$ cat config.mk
export PLATFORM = sky130hd
export DESIGN_NAME = fp_arith_seq
export DESIGN_NICKNAME = d
export VERILOG_FILES = /design/src/rtl/fp_arith_seq.sv
export SDC_FILE = /design/constraint.sdc
export NUM_CORES = 1
export LEC_CHECK = 0
export BUFFER_PORTS_ARGS = -buffer_cell sky130_fd_sc_hd__buf_4
export CAP_MARGIN = 20
export CORE_ASPECT_RATIO = 0.6
export CORE_MARGIN = 2
export CORE_UTILIZATION = 55
export DETAILED_ROUTE_END_ITERATION = 16
export PLACE_DENSITY_LB_ADDON = 0.08
export SLEW_MARGIN = 20
export SYNTH_ARGS = -nofsm -noshare
export SYNTH_HDL_FRONTEND = slang
export SYNTH_SLANG_ARGS = --single-unit
$ cat constraint.sdc
create_clock -name clk -period 15.8 [get_ports clk]
set_clock_uncertainty 0.15 [all_clocks]
set_input_delay 3.16 -clock clk [delete_from_list [all_inputs] [get_ports clk]]
set_output_delay 3.16 -clock clk [all_outputs]
set_load 0.01 [all_outputs]
$ cat src/rtl/fp_arith_seq.sv
// fp_arith_seq - multi-cycle floating-point add/multiply unit.
//
// Format {sign, exp[EXP_W], frac[MAN_W]}, bias 2^(EXP_W-1)-1, hidden leading 1.
// An exp field of 0 is zero. There are no denormals, infinities or NaN.
// Flow: IDLE -> CALC -> NORM (one left shift per cycle) -> PACK -> DONE.
//
// Ports:
//   clk, rst             rising-edge clock, asynchronous active-high reset
//   in_valid / in_ready  operand handshake; op, a and b are sampled at accept
//   op                   0 = add, 1 = multiply
//   out_valid/out_ready  result handshake; result, ovf and unf are held until taken
//   ovf / unf            overflow (saturated to max finite) / underflow (flushed to 0)
//
// Optional feature macro: FP_ROUND_NEAREST_EN
//   Defined   : PACK rounds to nearest-even using guard and sticky.
//   Undefined : PACK truncates.
module fp_arith_seq #(
    parameter int EXP_W = 3,
    parameter int MAN_W = 4
) (
    input  logic                     clk,
    input  logic                     rst,
    input  logic                     in_valid,
    output logic                     in_ready,
    input  logic                     op,
    input  logic [EXP_W+MAN_W:0]     a,
    input  logic [EXP_W+MAN_W:0]     b,
    output logic                     out_valid,
    input  logic                     out_ready,
    output logic [EXP_W+MAN_W:0]     result,
    output logic                     ovf,
    output logic                     unf
);

    localparam int W  = 1 + EXP_W + MAN_W;
    localparam int L  = MAN_W + 4;          // hidden, frac, guard, round, sticky
    localparam int EW = EXP_W + 3;          // signed working exponent
    localparam int XW = 1 << EXP_W;         // alignment headroom, covers any exp difference
    localparam int PW = 2 * MAN_W + 2;      // product width

    localparam logic signed [EW-1:0] ONE_S   = EW'(1);
    localparam logic signed [EW-1:0] BIAS_S  = EW'((1 << (EXP_W - 1)) - 1);
    localparam logic signed [EW-1:0] EXP_TOP = EW'((1 << EXP_W) - 1);

    typedef enum logic [2:0] {IDLE, CALC, NORM, PACK, DONE} state_t;

    state_t state, nstate;

    logic [W-1:0]          a_q, b_q;
    logic                  op_q;
    logic                  sign_q;
    logic                  byp_q;
    logic signed [EW-1:0]  exp_q;
    logic [L-1:0]          m_q;

    function automatic logic signed [EW-1:0] xe(input logic [EXP_W-1:0] e);
        return {{(EW - EXP_W){1'b0}}, e};
    endfunction

    // ---------------- CALC datapath ----------------
    logic [W-1:0]          big, sml;
    logic [EXP_W-1:0]      d;
    logic [L-1:0]          ml, ms;
    logic [L+XW-1:0]       ext;
    logic [L:0]            sum;
    logic [MAN_W:0]        ma, mb;
    logic [PW-1:0]         prod;
    logic [PW+1:0]         pe;
    logic                  a_zero, b_zero;
    logic [L-1:0]          c_m;
    logic signed [EW-1:0]  c_e;
    logic                  c_s, c_byp;
    logic [W-1:0]          c_word;

    always_comb begin
        a_zero = (a_q[W-2:MAN_W] == '0);
        b_zero = (b_q[W-2:MAN_W] == '0);

        // {exp, frac} ordered as an unsigned word is a magnitude compare
        big = (a_q[W-2:0] >= b_q[W-2:0]) ? a_q : b_q;
        sml = (a_q[W-2:0] >= b_q[W-2:0]) ? b_q : a_q;
        d   = big[W-2:MAN_W] - sml[W-2:MAN_W];
        ml  = {1'b1, big[MAN_W-1:0], 3'b000};
        ext = {1'b1, sml[MAN_W-1:0], 3'b000, {XW{1'b0}}} >> d;
        // keep hidden..round, fold everything below into sticky
        ms  = {ext[L+XW-1:XW+1], |ext[XW:0]};
        sum = (big[W-1] == sml[W-1]) ? ({1'b0, ml} + {1'b0, ms})
                                     : ({1'b0, ml} - {1'b0, ms});

        ma   = {1'b1, a_q[MAN_W-1:0]};
        mb   = {1'b1, b_q[MAN_W-1:0]};
        prod = {{(MAN_W+1){1'b0}}, ma} * {{(MAN_W+1){1'b0}}, mb};
        // product in [1,4): align leading 1 to the top, tail collapses into sticky
        pe   = prod[PW-1] ? {prod, 2'b00} : {prod[PW-2:0], 3'b000};

        c_m    = '0;
        c_e    = '0;
        c_s    = 1'b0;
        c_byp  = 1'b0;
        c_word = a_q;

        if (!op_q) begin
            if (a_zero && b_zero) begin
                c_byp = 1'b0;
            end else if (a_zero) begin
                c_byp  = 1'b1;
                c_word = b_q;
            end else if (b_zero) begin
                c_byp  = 1'b1;
                c_word = a_q;
            end else begin
                c_e = xe(big[W-2:MAN_W]);
                if (sum[L]) begin
                    c_m = {sum[L:2], sum[1] | sum[0]};
                    c_e = c_e + ONE_S;
                end else begin
                    c_m = sum[L-1:0];
                end
                // exact cancellation yields +0
                c_s = (sum == '0) ? 1'b0 : big[W-1];
            end
        end else if (!(a_zero || b_zero)) begin
            c_s = a_q[W-1] ^ b_q[W-1];
            c_e = xe(a_q[W-2:MAN_W]) + xe(b_q[W-2:MAN_W]) - BIAS_S
                  + (prod[PW-1] ? ONE_S : '0);
            c_m = {pe[PW+1 -: L-1], |pe[MAN_W:0]};
        end
    end

    // ---------------- PACK datapath ----------------
    logic [MAN_W-1:0]      frac_p;
    logic signed [EW-1:0]  exp_p;
    logic [W-1:0]          pk_result;
    logic                  pk_ovf, pk_unf;

`ifdef FP_ROUND_NEAREST_EN
    logic [MAN_W+1:0]      mant_rnd;
    logic                  rnd_up;

    always_comb begin
        // guard set and (round | sticky | lsb) -> round up (ties to even)
        rnd_up   = m_q[2] & (m_q[1] | m_q[0] | m_q[3]);
        mant_rnd = {1'b0, m_q[L-1:3]} + {{(MAN_W+1){1'b0}}, rnd_up};
        frac_p   = mant_rnd[MAN_W+1] ? mant_rnd[MAN_W:1] : mant_rnd[MAN_W-1:0];
        exp_p    = mant_rnd[MAN_W+1] ? (exp_q + ONE_S) : exp_q;
    end
`else
    assign frac_p = m_q[L-2:3];
    assign exp_p  = exp_q;
`endif

    always_comb begin
        pk_result = '0;
        pk_ovf    = 1'b0;
        pk_unf    = 1'b0;
        if (byp_q) begin
            pk_result = a_q;
        end else if (m_q[L-1]) begin
            // a clear hidden bit here can only mean an exact-zero mantissa
            if (exp_p > EXP_TOP) begin
                pk_result = {sign_q, {(W-1){1'b1}}};
                pk_ovf    = 1'b1;
            end else if (exp_p < ONE_S) begin
                pk_unf    = 1'b1;
            end else begin
                pk_result = {sign_q, exp_p[EXP_W-1:0], frac_p};
            end
        end
    end

    // ---------------- FSM ----------------
    always_ff @(posedge clk or posedge rst) begin
        if (rst) state <= IDLE;
        else     state <= nstate;
    end

    always_comb begin
        nstate   = state;
        in_ready = 1'b0;
        case (state)
            IDLE: begin
                in_ready = 1'b1;
                if (in_valid) nstate = CALC;
            end
            CALC: nstate = (c_byp || c_m == '0 || c_m[L-1]) ? PACK : NORM;
            // leave as soon as the bit about to become MSB is set
            NORM: if (m_q[L-2]) nstate = PACK;
            PACK: nstate = DONE;
            DONE: if (out_valid && out_ready) nstate = IDLE;
            default: nstate = IDLE;
        endcase
    end

    always_ff @(posedge clk or posedge rst) begin
        if (rst) begin
            a_q       <= '0;
            b_q       <= '0;
            op_q      <= 1'b0;
            sign_q    <= 1'b0;
            byp_q     <= 1'b0;
            exp_q     <= '0;
            m_q       <= '0;
            result    <= '0;
            ovf       <= 1'b0;
            unf       <= 1'b0;
            out_valid <= 1'b0;
        end else begin
            case (state)
                IDLE: begin
                    if (in_valid) begin
                        a_q  <= a;
                        b_q  <= b;
                        op_q <= op;
                    end
                end
                CALC: begin
                    m_q    <= c_m;
                    exp_q  <= c_e;
                    sign_q <= c_s;
                    byp_q  <= c_byp;
                    a_q    <= c_word;    // bypass word travels in a_q to PACK
                end
                NORM: begin
                    m_q   <= m_q << 1;
                    exp_q <= exp_q - ONE_S;
                end
                PACK: begin
                    result <= pk_result;
                    ovf    <= pk_ovf;
                    unf    <= pk_unf;
                end
                DONE: begin
                    // raised one edge after the result registers load
                    if (!out_valid)     out_valid <= 1'b1;
                    else if (out_ready) out_valid <= 1'b0;
                end
                default: ;
            endcase
        end
    end

endmodule

==> flow_summary.ini <==
[run_status]
status = completed

[worst_setup_path]
slowest_delay_ns = 0.84
arrival_ns = 7.16
slowest_stage = o31ai_2
crit_required_ns = 15.85
cp_max_fo = 17
r2r_setup_slack_ns = 8.69
crit_path_end_kind = register
crit_type = reg -> reg
regToRegStartpoint = a_q[4]
crit_top_cell = o21ai_0
startpoint_type = register
timing.rr.end = state[0]
cpLargestDelayFamily = compound AO/OA/AOI/OAI gates
cp_cell_sequence = inv_1, ha_1, inv_1, nand3_1, o21ai_2, nor2_1, a21oi_1, ha_1, or3b_1, o21ai_0, a22o_1, a21o_1, nor2_2, o21ai_0, ha_1, o21ai_0, a21oi_1, nand2_1, o31ai_2, o21ai_0, a21oi_1, nor2b_1, nand4_1, o32ai_2
worst-path-buf-inv = 2
reg2reg_depth = 24

[floorplanning]
rows = 26
fp.dieH_um = 76.7
initial_core_util = 0.568
fp.dieW_um = 125
die-area_mm2 = 0.00959
core_mm2 = 0.00852
io_pins = 33

[global_routing]
busiest_layer = met1
overflow = 0
grt_use_met2 = 0.400
grt_max_degree = 48
antenna_found_initial = 0
use_met3 = 0.0635
grt_first_pass_wirelength_mm = 23.1
grtUsageTotal = 0.302
grt_pass1_vias = 4269
met1_usage = 0.506

[finish]
drive_gt1_frac = 0.103
area_growth_syn_to_layout_pct = 9.59
final_area_mm2 = 0.00530
nNetsFinal = 698
final_cells = 731
diodes = 0

[yosys]
synth_ff_type = dfrtp_1
syn_inst = 605
synthDistinctLibCells = 71
synth_top_area_share = 0.243
synth.most_common_cell = nand2_1
synth_common_cells = 83 x nand2_1, 55 x o21ai_0, 48 x ha_1, 47 x dfrtp_1, 46 x inv_1
post-synth-top-area-cell = dfrtp_1
async_flop_share = 1.00
synth_area_leaders = dfrtp_1 24%, ha_1 12%, nand2_1 6.4%
ys_warn_count = 0
synth-seq-cells = 47
synth_area_per_cell_um2 = 8.00
synth_area_mm2 = 0.00484
synth_edf_count = 0
ys_seq_area_frac = 0.243
syn-num-nets = 685

[sta]
min_period_ns = 7.11
setup_tns_ns = 0
hold_viol = 0
rsz0062_at_grt = false
worstMarginPinSlew_ns = 1.11
slew_headroom = 0.255
report.final.slew_viol_count = 0
fin_crit_sh = 0.450
max_freq_ghz = 0.141
setup_viol = 0
setup_ws_ns = 8.69

[place]
dp_hpwl_mm = 11.2
portBuffers = 32
place_congestion = 1.04
dp_cells = 723
pre_cts_slack_ns = 8.64
place_area_mm2 = 0.00512

[clock_tree]
cts_resized = 0
cts_tree = built
root_buffer = clkbuf_16
post-cts-setup-buffers = 0
htreeDepth = 2
cts.path.max_buffers = 2
clkTransAtPathRegs_ns = 0.07
clock_latency_ns = 0.29
numCtsBuffers = 5
cts_hold_buf = 0
cts_sinks = 47

[routing]
vias = 4596
totalWireLength_mm = 14.2
drc_errors = 0
via_per_inst = 6.29
firstDrtPassIters = 6
drtAntennaViolNets = 0
drt_iter0_drc = 455
wl_per_cell_um = 19.4

[worst_hold_path]
hp-class = reg -> reg
min_path_cells = 2
min-delay-start = result[0]
hold_end = result[0]

[run]
maxCapViolations = 0
-- placed cells by master (no fill, tap or decap), types with 4 or more instances in the layout --
cell and count:
nand2b_1 8, o21a_1 6, a21oi_1 27, nor2b_1 7, nor2_1 45, o2111ai_1 8, nand3_1 11, nand4_1 4
a31oi_1 7, xor2_1 9, dfrtp_1 47, a211o_1 4, a211oi_1 6, o21ai_1 6, clkbuf_16 5, ha_1 48
buf_4 32, xnor2_1 10, o21ai_0 55, o22ai_1 4, mux2i_1 14, fa_1 11, inv_1 45, a22oi_1 5
a21o_1 6, and2_1 12, nand2_1 83, nor3_1 17
-- sequential cells by signal, indices dropped and copies added, names as in the netlist --
register	flops
state	3
result	8
exp_p	6
out_valid	1
unf	1
op_q	1
a_q	8
ovf	1
sign_q	1
byp_q	1
m_q	8
b_q	8
-- per-stage QoR --
stage                     utilization  hold WS, ns
after floorplan                     -        0.300
after global placement          0.600        0.315
after detailed placement        0.600        0.324
after CTS                       0.620        0.341
after global routing            0.622        0.378
final                           0.622        0.337
-- worst register-to-register path, cell delays in order, from the launching register on --
cell and delay (ns):
dfrtp_1 0.46, inv_1 0.09, ha_1 0.50, inv_1 0.35, nand3_1 0.29, o21ai_2 0.60
nor2_1 0.09, a21oi_1 0.26, ha_1 0.24, or3b_1 0.16, o21ai_0 0.09, a22o_1 0.22
a21o_1 0.19, nor2_2 0.24, o21ai_0 0.19, ha_1 0.50, o21ai_0 0.15, a21oi_1 0.25
nand2_1 0.15, o31ai_2 0.84, o21ai_0 0.21, a21oi_1 0.28, nor2b_1 0.19, nand4_1 0.12
o32ai_2 0.22
-- area by class of cell --
cell class	instances	area [um2]
inverters	47	178
repair buffers	32	240
clock inverters	3	46.3
well taps	112	140
clock buffers	5	125
fillers	757	3220
flip-flops and latches	47	1180
multi-input cells	485	3400
-- worst max path at each step --
stage               startpoint  cells after the start  endpoint  slack [ns]
finish                  a_q[4]                     24  state[0]        8.69
global route            a_q[4]                     24  state[0]        8.17
CTS                     a_q[4]                     24  state[0]        8.59
detailed placement      a_q[4]                     24  state[0]        8.64
floorplan               a_q[0]                     28  state[0]        9.99
global placement        a_q[4]                     24  state[0]        9.13
-- cells by family (layout without fill, tap and decap cells) --
group | Yosys count | after routing | synth area share
AO/OA/AOI/OAI | 178 | 178 | 0.249
XOR/XNOR | 19 | 19 | 0.0344
adder cells (fa/ha/maj) | 59 | 59 | 0.170
buffers and inverters | 73 | 87 | 0.0579
flip-flops | 47 | 47 | 0.243
multiplexers | 17 | 17 | 0.0359
AND/OR/NAND/NOR | 212 | 212 | 0.210
-- routing by layer --
metal,up-vias,part of all wire
li1,2184,-
met2,216,0.39
met5,-,0
met4,0,0.0037
met3,6,0.11
met1,2190,0.50
Power is left out: the tool's default activity adds up to more than one toggle a clock period on the data nets, which glitch-free logic cannot reach.
